--- src/rtl/ysyx_23060124_ifu.sv ---
// +----------------------------------------------------------------------------+
// | Module  : ysyx_23060124_ifu                                                |
// | Brief   : Instruction fetch unit; one AXI4-Lite read in flight at a time.  |
// | Revision: 1.0 - initial release                                            |
// +----------------------------------------------------------------------------+
`default_nettype none

module ysyx_23060124_ifu #(
  parameter int                   ISA_WIDTH = 32,
  parameter logic [ISA_WIDTH-1:0] RESET_PC  = 32'h8000_0000
) (
  input  logic                 clk,
  input  logic                 i_rst_ifu,
  // next PC from write-back
  input  logic [ISA_WIDTH-1:0] i_pc_next,
  input  logic                 i_pc_update,
  // AXI4-Lite read address channel
  output logic [ISA_WIDTH-1:0] o_ifu_araddr,
  output logic                 o_ifu_arvalid,
  input  logic                 i_ifu_arready,
  // AXI4-Lite read data channel
  input  logic [31:0]          i_ifu_rdata,
  input  logic [1:0]           i_ifu_rresp,
  input  logic                 i_ifu_rvalid,
  output logic                 o_ifu_rready,
  // decode-side handshake
  output logic [31:0]          o_ins,
  output logic [ISA_WIDTH-1:0] o_pc,
  output logic                 o_ins_err,
  output logic                 o_post_valid,
  input  logic                 i_post_ready,
  // performance counter
  output logic [31:0]          o_fetch_cnt
);

  localparam logic [1:0] c_RESP_OKAY = 2'b00;

  typedef enum logic [1:0] {
    S_IDLE   = 2'd0,
    S_REQ    = 2'd1,
    S_WAIT_R = 2'd2,
    S_HOLD   = 2'd3
  } state_t;

  state_t               r_state;
  state_t               w_state_next;

  logic [ISA_WIDTH-1:0] r_araddr;
  logic [ISA_WIDTH-1:0] w_araddr_next;
  logic                 r_arvalid;
  logic                 r_rready;
  logic                 r_post_valid;
  logic [31:0]          r_ins;
  logic [31:0]          w_ins_next;
  logic [ISA_WIDTH-1:0] r_pc;
  logic [ISA_WIDTH-1:0] w_pc_next;
  logic                 r_ins_err;
  logic                 w_ins_err_next;
  logic [31:0]          r_fetch_cnt;
  logic [31:0]          w_fetch_cnt_next;
  logic                 w_misaligned;

  assign w_misaligned = (i_pc_next[1:0] != 2'b00);

  // State register
  always_ff @(posedge clk or posedge i_rst_ifu) begin
    if (i_rst_ifu) begin
      r_state <= S_REQ;
    end else begin
      r_state <= w_state_next;
    end
  end

  // Next-state and datapath next values
  always_comb begin
    w_state_next     = r_state;
    w_araddr_next    = r_araddr;
    w_ins_next       = r_ins;
    w_pc_next        = r_pc;
    w_ins_err_next   = r_ins_err;
    w_fetch_cnt_next = r_fetch_cnt;

    case (r_state)
      S_IDLE: begin
        if (i_pc_update) begin
          w_araddr_next = i_pc_next;
          if (w_misaligned) begin
            // fault is reported to decode without touching the bus
            w_state_next   = S_HOLD;
            w_ins_next     = 32'd0;
            w_pc_next      = i_pc_next;
            w_ins_err_next = 1'b1;
          end else begin
            w_state_next = S_REQ;
          end
        end
      end
      S_REQ: begin
        if (i_ifu_arready) begin
          w_state_next = S_WAIT_R;
        end
      end
      S_WAIT_R: begin
        if (i_ifu_rvalid) begin
          w_state_next   = S_HOLD;
          w_ins_next     = i_ifu_rdata;
          w_pc_next      = r_araddr;
          w_ins_err_next = (i_ifu_rresp != c_RESP_OKAY);
        end
      end
      S_HOLD: begin
        if (i_post_ready) begin
          w_state_next     = S_IDLE;
          w_fetch_cnt_next = r_fetch_cnt + 32'd1;
        end
      end
      default: begin
        w_state_next = S_REQ;
      end
    endcase
  end

  // Handshake flags are decoded from the next state so they stay registered
  always_ff @(posedge clk or posedge i_rst_ifu) begin
    if (i_rst_ifu) begin
      r_araddr     <= RESET_PC;
      r_arvalid    <= 1'b1;
      r_rready     <= 1'b0;
      r_post_valid <= 1'b0;
      r_ins        <= 32'd0;
      r_pc         <= '0;
      r_ins_err    <= 1'b0;
      r_fetch_cnt  <= 32'd0;
    end else begin
      r_araddr     <= w_araddr_next;
      r_arvalid    <= (w_state_next == S_REQ);
      r_rready     <= (w_state_next == S_WAIT_R);
      r_post_valid <= (w_state_next == S_HOLD);
      r_ins        <= w_ins_next;
      r_pc         <= w_pc_next;
      r_ins_err    <= w_ins_err_next;
      r_fetch_cnt  <= w_fetch_cnt_next;
    end
  end

  assign o_ifu_araddr  = r_araddr;
  assign o_ifu_arvalid = r_arvalid;
  assign o_ifu_rready  = r_rready;
  assign o_post_valid  = r_post_valid;
  assign o_ins         = r_ins;
  assign o_pc          = r_pc;
  assign o_ins_err     = r_ins_err;
  assign o_fetch_cnt   = r_fetch_cnt;

endmodule

`default_nettype wire

--- config.mk ---
export PLATFORM = sky130hd
export DESIGN_NAME = ysyx_23060124_ifu
export DESIGN_NICKNAME = d
export VERILOG_FILES = /design/src/rtl/ysyx_23060124_ifu.sv
export SDC_FILE = /design/constraint.sdc
export NUM_CORES = 1
export LEC_CHECK = 0
export BUFFER_PORTS_ARGS = -buffer_cell sky130_fd_sc_hd__buf_2
export CAP_MARGIN = 0
export CORE_UTILIZATION = 35
export DETAILED_ROUTE_END_ITERATION = 7
export PLACE_DENSITY = 0.71
export SLEW_MARGIN = 20
export SYNTH_ARGS = -nofsm -noshare
export SYNTH_HDL_FRONTEND = slang
export SYNTH_SLANG_ARGS = --single-unit
export TNS_END_PERCENT = 30
--- constraint.sdc ---
create_clock -name clk -period 4.76 [get_ports clk]
set_clock_uncertainty 0.15 [all_clocks]
set_input_delay 0.238 -clock clk [delete_from_list [all_inputs] [get_ports clk]]
set_output_delay 0.238 -clock clk [all_outputs]
set_load 0.01 [all_outputs]
### After elaboration in Yosys (flattened, before gate mapping)

Index checks and enable logic that the tools add are counted.

| operators by class | value |
|---|---|
| multiplexer cells | 18 |
| bitwise operators | 0 |
| $mul | 0 |
| $lt $le $gt $ge | 0 |
| equal/unequal tests | 9 |
| add/sub/neg operators | 1 |
| shift operators | 0 |
| reduce and logical (&&, ||, !) cells | 7 |
| div/mod/pow operators | 0 |

Operators by type and width:

| operator | number |
|---|---|
| two-way mux 32 bit | 6 |
| one-hot mux 32 bit (2 select lines) | 2 |
| adder 32 x 1 -> 32 bit (second input constant) | 1 |
| two-way mux 2 bit | 5 |
| equality test 2 bit (second input constant) | 4 |
| one-hot mux 2 bit (4 select lines) | 1 |
| inequality test 2 bit (second input constant) | 3 |
| nonzero test 2 bit | 3 |
| equality test 2 x 1 -> 1 bit (second input constant) | 2 |
| AND reduction 2 bit | 2 |
| AND reduction 4 bit | 1 |
| two-way mux 1 bit | 3 |
| zero test 2 bit | 1 |
| one-hot mux 1 bit (2 select lines) | 1 |

| storage, ports and cells | value |
|---|---|
| flip-flop bits (word level) | 134 |
| output and inout port bits | 132 |
| memories | 0 |
| RAM bits | 0 |
| bits in read-only memories | 0 |
| bits in latches | 0 |
| bits of input ports | 72 |
| word-level logic and storage cells | 44 |

### Longest topological paths before layout

Gate-level depths: netlist of the first run.

| depth | value |
|---|---|
| depth in word-level cells | 5 |
| gate-level depth with buffers | 8 |
| mapped depth without buffers | 4 |

### Worst setup path before layout of the first run

Ideal clock, no wire load.

| path | value |
|---|---|
| path type | register to register |
| start | reg r_state[0] |
| end | reg r_fetch_cnt[17], in the netlist o_fetch_cnt[17] |
| arrival | 1629 ps |
| library setup time | 128 ps |
| period minus slack after synthesis | 1907 ps |
| cell stages (with the launch flop) | 8 |
| slack | 2853 ps |
| required time | 4482 ps |
| cells stage by stage | dfstp_2 -> buf_2 -> and4_1 -> buf_4 -> and4_1 -> clkbuf_1 -> nand4_1 -> xnor2_1 |

| between the ends | value |
|---|---|
| cells in the longest elaborated chain, start to end | 2 |

Ends and longest elaborated chain:

| item | RTL line | RTL |
|---|---|---|
| start: declaration | 45 | `state_t r_state;` |
| start signal: assignment | 70 | `r_state <= w_state_next;` |
| equality test 2 bit | 83 | `case (r_state)` |
| AND reduction 2 bit (no line) | n/a |  |
| end signal: assignment | 142 | `r_fetch_cnt <= w_fetch_cnt_next;` |
| end: declaration | 59 | `logic [31:0] r_fetch_cnt;` |

No other way between the ends.
A chain may end at the register's enable or synchronous reset.

### Final worst setup path of the first run

| path | value |
|---|---|
| start | reg r_state[0] |
| end | reg r_pc[28], in the netlist o_pc[28] |

| between the ends | value |
|---|---|
| cells in the longest elaborated chain, start to end | 3 |
| elaborated cells between the ends (all ways) | 8 |
| classes of those cells | 4 x eq/ne; 1 x mux; 3 x reduce/logical |

Ends and longest elaborated chain:

| item | RTL line | RTL |
|---|---|---|
| equality test 2 bit or zero test 2 bit (tied branches) | 83 |  |
| inequality test 2 bit (no line) or nonzero test 2 bit (tied branches) | n/a |  |
| AND reduction 4 bit (no line) | n/a |  |
| end signal: assignment | 140 | `r_pc <= w_pc_next;` |
| end: declaration | 55 | `logic [ISA_WIDTH-1:0] r_pc;` |

Several ways; a longest one is shown, not always the timed one.

==> run summary, run 1 <==
Initial DRC Count: 206
Fmax: 345 MHz
TritonCTS clock tree: done
Measured slew at the worst slew-check pin: 889 ps
Placed wire-length estimate: 9.85 mm
Top Ports: 204
Setup Crit Path Kind: flop to flop
Worst-path maximum fanout: 54
Initial antenna violation count: 0
Vias in the first global route: 4789
Run status: finished, final reports clean
Drt wl/cell: 16.4 um
Sw frac: 33.3%
Core area: 15400 um^2
Peak VDD IR: 0.475 mV
Post-Synth Adder-Cell Area: 0.223%
Syn_area_per_cell: 12.7 um^2
#FFs+latches synth: 134
Unrepaired setup endpoints after global routing: false
GRT Total Usage: 19.3%
Crit path buf inv count: 2
Initial core utilization: 36.3%
Worst path max stage delay: 720 ps
Fillers: 1335
Clock transition at path regs: 60 ps
Share of cells above drive strength 1: 40.6%
CP Capture Type: flop
FP Rows: 45
Routed Wire Length: 15.3 mm
# DRC: 0
Slowest-stage cell, CP: a21oi_4
Final #Nets: 782
Post-CTS Resized: 0
Post-synth ARST share: 100%
Largest net degree at the start of global routing: 99
Final hold vios: 0
Gp weighted congestion: 0.807
Area Overhead vs Synth: 45.9%
H-tree lvl count: 4
Final Non-Filler Cells: 933
Max-cap violations: 0
Clk root buf: clkbuf_16
Count leader, synth: dfrtp_1
Cell count after placement: 834
Main area contributors after synthesis: dfrtp_1, mux2_2, mux2i_1
Hold Path Class: input pin to flop
Crit path cell chain: and3b_1 > buf_4 > a21oi_4 > buf_4 > nand2_1 > o21ai_1
CTS Buffer Depth: 2
Horiz. Die Dim: 129 um
Syn_nets: 515
Antenna-violating nets left: 0
Post-Syn Area: 5610 um^2
Final period util: 60.9%
Pre-Repair DR Iteration Count: 6
Logic gate share of total power: 33.1%
Synth top area share: 58.5%
Static Leak: 4.11 nW
Overflow left after global routing: 0
Port bufs: 203
Sequential element share of the synthesized area: 59.9%
Most used cell, CP: buf_4
Multiplexer share of the synthesized area: 12.3%
EDFF count, synth: 0
Synth area leader: dfrtp_1
Compound-Gate Fraction of Synth Area: 8.79%
Crit start category: flop
Worst-Skew Late Latency: 420 ps
Final setup fails: 0
Sw Pwr: 1.69 mW
Relative slew slack: 40.8%
Cts bufs inserted: 17
Simple-gate area share of the yosys netlist: 11.6%
Crit path DAT: 3070 ps
Final min period: 2900 ps
Routed vias: 4587
CP required: 4930 ps
Largest family of logic cells by synthesized area: multiplexers
Diodes inserted: 0
Total negative slack: 0 ps
Yosys warnings: 0
PwrDens: 619 nW/um^2
Die H: 129 um
Synth cell types: 44
Vias/cell: 4.92
Die Area: 16500 um^2
CP top delay family: compound AO/OA/AOI/OAI gates
Internal: 3.38 mW
Main synth FF type: dfrtp_1
Synth Instances: 442
Clk pwr share: 29.7%
Clk sinks: 134
First-pass GRT wire length: 24.4 mm
Final Slew Violations: 0
Commonest cells post-synth: dfrtp_1, nand2_1, a22o_1, mux2_2, mux2i_1
XOR/XNOR Fraction of Synth Area: 4.84%
Flop pwr share: 37.2%
power by group through the flow:
| stage | clock network [mW] | logic, mW | registers [mW] |
|---|---|---|---|
| after floorplan | 0 | 0.811 | 2.02 |
| after global placement | 0 | 1.58 | 1.87 |
| after detailed placement | 0 | 1.63 | 1.89 |
| after CTS | 1.54 | 1.68 | 1.88 |
| after global routing | 1.58 | 1.83 | 1.94 |
| final | 1.51 | 1.68 | 1.88 |
final timing paths:
path	from	endpoint	slack, ps	depth (start not counted)
setup / recovery	r_state[0]	o_pc[28]	1860	6
hold / removal	i_ifu_rresp[0]	o_ins_err	40	3
setup reg to reg	r_state[0]	o_pc[28]	1860	6
hold reg to reg	o_pc[1]	o_pc[1]	330	2
max in group asynchronous	i_rst_ifu	o_ifu_arvalid	2950	4
min in group asynchronous	i_rst_ifu	o_ifu_araddr[5]	400	3
flip-flops by register name, indices dropped and copies added (netlist names):
| name | cells |
|---|---|
| o_fetch_cnt | 32 |
| o_pc | 32 |
| o_ifu_rready | 1 |
| o_ins_err | 1 |
| o_ins | 32 |
| o_ifu_arvalid | 1 |
| o_post_valid | 1 |
| r_state | 2 |
| o_ifu_araddr | 32 |
cell usage in the layout (no fill, tap or decap), types with 3 or more instances in the layout:
cell / n
nand3_1: 10
dlygate4sd3_1: 67
mux2_2: 33
dfstp_2: 3
buf_2: 203
clkinv_2: 4
nand2_1: 44
a22o_1: 33
nor3_1: 6
bufinv_16: 6
clkbuf_16: 17
dfrtp_1: 131
mux2i_1: 32
buf_4: 5
xor2_1: 13
o21ai_0: 28
xnor2_1: 18
and4_1: 5
clkinv_4: 3
nor2_1: 9
nor2b_1: 3
nand4_1: 8
o21ai_1: 5
and2_1: 3
metal layers:
metal	up-vias	routed length, um	part of all wire, %	global-route usage (%)
met5	-	0	0	0
met4	0	318	2.1	7.89
met3	32	1080	7.0	6.90
met2	202	7720	50	32.4
met1	2245	6200	40	22.3
li1	2108	-	-	-
what timing repair did:
action / 4_1_cts / 5_1_grt
hold buffers: 67 / 0
hold endpoints to repair: 188 / 0
setup buffers: 0 / 0
area by class of cell:
type / count / area (um^2) / share of cell area [%]
clock buffers: 19 / 453 / 5.54
clock inverters: 13 / 226 / 2.77
inverters: 2 / 12.5 / 0.153
multi-input cells: 279 / 2140 / 26.2
flip-flops and latches: 134 / 3360 / 41.0
well taps: 211 / 264 / 3.23
repair buffers: 275 / 1720 / 21.1
kinds of logic after synthesis:
logic type,count (synthesis)
AOI/OAI and AO/OA,71
xor gates and xnor gates,31
adders and majority gates,1
buffers and inverters,29
DFF,134
muxes,65
and+or+nand+nor,111
tightest hold or removal path: cells and delay by family:
kind / cells / cell delay [ps]
compound gates: 1 / 150
simple gates: 1 / 70
buf+inv: 1 / 100
stage by stage:
| stage | util (%) | hold WS [ps] | setup WS [ps] | area [um^2] | total power [mW] |
|---|---|---|---|---|---|
| after floorplan | - | 228 | 794 | 5610 | 2.84 |
| after detailed placement | 44.3 | 317 | 1860 | 6830 | 3.52 |
| after CTS | 53.0 | 25.9 | 1860 | 8180 | 5.09 |
| after global placement | 44.3 | 310 | 1960 | 6830 | 3.45 |
| final | 53.0 | 37.9 | 1860 | 8180 | 5.06 |
| after global routing | 53.0 | 82.5 | 1630 | 8180 | 5.34 |
(Power assumes the default switching activity.)
==> run 2, diff against run 1 <==
--- a/config.mk
+++ b/config.mk
@@ -5,11 +5,12 @@
 export SDC_FILE = /design/constraint.sdc
 export NUM_CORES = 1
 export LEC_CHECK = 0
+export ABC_AREA = 1
 export BUFFER_PORTS_ARGS = -buffer_cell sky130_fd_sc_hd__buf_2
 export CAP_MARGIN = 0
 export CORE_UTILIZATION = 35
 export DETAILED_ROUTE_END_ITERATION = 7
-export PLACE_DENSITY = 0.71
+export PLACE_DENSITY = 0.7
 export SLEW_MARGIN = 20
 export SYNTH_ARGS = -nofsm -noshare
 export SYNTH_HDL_FRONTEND = slang
==> constraint.sdc (replaced) <==
create_clock -name clk -period 3 [get_ports clk]
set_clock_uncertainty 0.15 [all_clocks]
set_input_delay 0.15 -clock clk [delete_from_list [all_inputs] [get_ports clk]]
set_output_delay 0.15 -clock clk [all_outputs]
set_load 0.01 [all_outputs]
==> run 2 against run 1 <==
  * Cell count increased by 29%
  * Cell area increased by 4.0%
  * Setup slack got worse by 1400 ps
  * Via count increased by 27%
  * Fmax increased by 13%
  * Non-clock buffer count increased by 5
  * Clock power increased by 34%
  * Critical path depth increased by 2
  * Flip-flop and latch count unchanged
  * Routed wire length increased by 14%
  * Critical endpoint is now o_ins_err
  * Largest power group unchanged
==> run summary, run 2 <==
Run status: finished, final reports clean
Synth cell types: 26 (-41%)
Routed vias: 5838 (+27%)
GR peak layer: met2
EDFF count, synth: 0 (unchanged)
Vias/cell: 4.86 (-1.2%)
Core area: 16700 um^2 (+8.3%)
Worst-path maximum fanout: 33 (-39%)
Area Overhead vs Synth: 41.1%
Final min period: 2570 ps (-333 ps)
Post-synth ARST share: 100% (unchanged)
Placed wire-length estimate: 11.3 mm (+14%)
Crit path cell chain: nor2_1 > nand2_1 > inv_2 > o21ai_4 > nand2_2 > o31ai_1 > dlygate4sd3_1 > nand2_1
Setup Crit Path Kind: flop to flop
Synth top area share: 54.4% (-4.1 points)
Gp weighted congestion: 0.870 (+7.8%)
Dpl cell area: 7250 um^2 (+6.2%)
Die H: 133 um (+3.6%)
Count leader, synth: nand2_1
Commonest cells post-synth: nand2_1, dfrtp_1, nand3_1
# DRC: 0 (unchanged)
CP Capture Type: flop
TritonCTS clock tree: done
Max-cap violations: 0 (unchanged)
Clk root buf: clkbuf_16
PwrDens: 912 nW/um^2 (+47%)
Final hold vios: 0 (unchanged)
Post-CTS Resized: 0 (unchanged)
Syn_nets: 781 (+52%)
Main area contributors after synthesis: dfrtp_1, nand2_1, nand3_1
Yosys warnings: 0 (unchanged)
Final Non-Filler Cells: 1202 (+29%)
Initial core utilization: 36.1% (-0.25 points)
GRT Total Usage: 20.4% (+1.2 points)
Met1 usage: 25.8% (+3.4 points)
Cell count after placement: 1102 (+32%)
Slowest-stage cell, CP: dlygate4sd3_1
Measured slew at the worst slew-check pin: 736 ps (-152 ps)
Clock transition at path regs: 60 ps (about the same)
Post-Syn Area: 6030 um^2 (+7.5%)
Post-CTS Setup Bufs: 0 (unchanged)
Unrepaired setup endpoints after global routing: false
Sequential element share of the synthesized area: 55.7% (-4.2 points)
Crit start category: flop
Overflow left after global routing: 0 (unchanged)
First-pass GRT wire length: 28.6 mm (+17%)
Vias in the first global route: 5649 (+18%)
Main synth FF type: dfrtp_1
Met3 Usage GRT: 5.97% (-0.93 points)
Peak VDD IR: 0.502 mV (+5.7%)
GR Layer Usage met2: 32.7% (+0.30 points)
Hold Path Class: input pin to flop
Top Ports: 204 (unchanged)
Horiz. Die Dim: 133 um (+3.6%)
#FFs+latches synth: 134 (unchanged)
Crit path DAT: 2760 ps (-310 ps)
Relative slew slack: 50.8% (+10 points)
Syn_area_per_cell: 8.51 um^2 (-33%)
Most used cell, CP: nand2_1
Share of cells above drive strength 1: 26.0% (-15 points)
Static Leak: 4.53 nW (+10%)
H-tree lvl count: 4 (unchanged)
Total power: 7.75 mW (+53%)
Cts bufs inserted: 17 (unchanged)
Diodes inserted: 0 (unchanged)
Drt wl/cell: 14.6 um (-11%)
Initial antenna violation count: 0 (unchanged)
Pre-Repair DR Iteration Count: 5 (-1)
Final period util: 85.6% (+25 points)
Cts-stage hold buffer count: 68 (+1.5%)
Final setup fails: 0 (unchanged)
Most frequent cells in the layout: nand2_1, buf_2, dfrtp_1
Routed Wire Length: 17.5 mm (+14%)
Clk sinks: 134 (unchanged)
Synth Instances: 708 (+60%)
Synth area leader: dfrtp_1
Fmax: 390 MHz (+13%)
Final Slew Violations: 0 (unchanged)
Most common cell after layout, fill and taps aside: nand2_1
Port bufs: 203 (unchanged)
Util after Layout: 50.9% (-2.1 points)
Total negative slack: 0 ps (unchanged)
Final Cell Area: 8500 um^2 (+4.0%)
Antenna-violating nets left: 0 (unchanged)
Final #Nets: 1042 (+33%)
Initial DRC Count: 324 (+57%)
Worst path max stage delay: 590 ps (-130 ps)
FP Rows: 47 (+4.4%)
Worst-Skew Late Latency: 410 ps (about the same)
CP required: 3200 ps (-1730 ps)
Largest net degree at the start of global routing: 68 (-31%)
Die Area: 17800 um^2 (+7.4%)
CTS Buffer Depth: 2 (unchanged)
==> run 2: final timing paths <==
kind                            cells past startpoint      endpoint  slack [ps]          start
worst max-delay path                                8     o_ins_err         430     r_state[1]
worst min-delay path                                5  o_ifu_rready          20  i_ifu_arready
worst max register to register                      8     o_ins_err         430     r_state[1]
worst min register to register                      2     o_ins[22]         340      o_ins[22]
max in group asynchronous                           4       o_pc[7]        1650      i_rst_ifu
min in group asynchronous                           3      o_pc[24]         170      i_rst_ifu
==> run 2: metal layers <==
metal / vias to the layer above / share of wire (%)
met1: 2745 / 43
met4: 0 / 2.6
li1: 2826 / -
met5: - / 0
met3: 40 / 7.4
met2: 227 / 47
==> run 2: area by class of cell <==
class / instances / area, um^2
fillers: 1557 / 8200
flip-flops and latches: 134 / 3360
multi-input cells: 473 / 2280
repair buffers: 280 / 1780
clock buffers: 24 / 472
well taps: 220 / 275
inverters: 63 / 240
clock inverters: 8 / 98.8
==> run 2: stage by stage <==
| stage | setup slack [ps] | hold slack, ps |
|---|---|---|
| floorplan | 1040 | 121 |
| global placement | 852 | 59.8 |
| detailed placement | 817 | 64.1 |
| CTS | 412 | 5.93 |
| global route | 210 | 86.5 |
| finish | 433 | 24.1 |
==> run 2: logic make-up after synthesis <==
| family | synth area share [%] |
|---|---|
| compound gates | 7.24 |
| xor+xnor | 2.91 |
| fa+ha+maj | 0.208 |
| buf+inv | 6.68 |
| flops | 55.7 |
| simple gates | 27.3 |
==> run 2: worst max-delay path, delay by kind of cell (launching register included) <==
| family | cells | cell delay (ps) |
|---|---|---|
| DFF | 1 | 410 |
| AOI/OAI and AO/OA | 2 | 260 |
| buffers and inverters | 2 | 840 |
| and+or+nand+nor | 4 | 830 |
==> run 2: power breakdown <==
| group | leakage [nW] | switching, mW | internal (mW) |
|---|---|---|---|
| Clock | 0.274 | 0.752 | 1.26 |
| Sequential | 1.70 | 0.410 | 2.49 |
| Combinational | 2.55 | 1.77 | 1.06 |
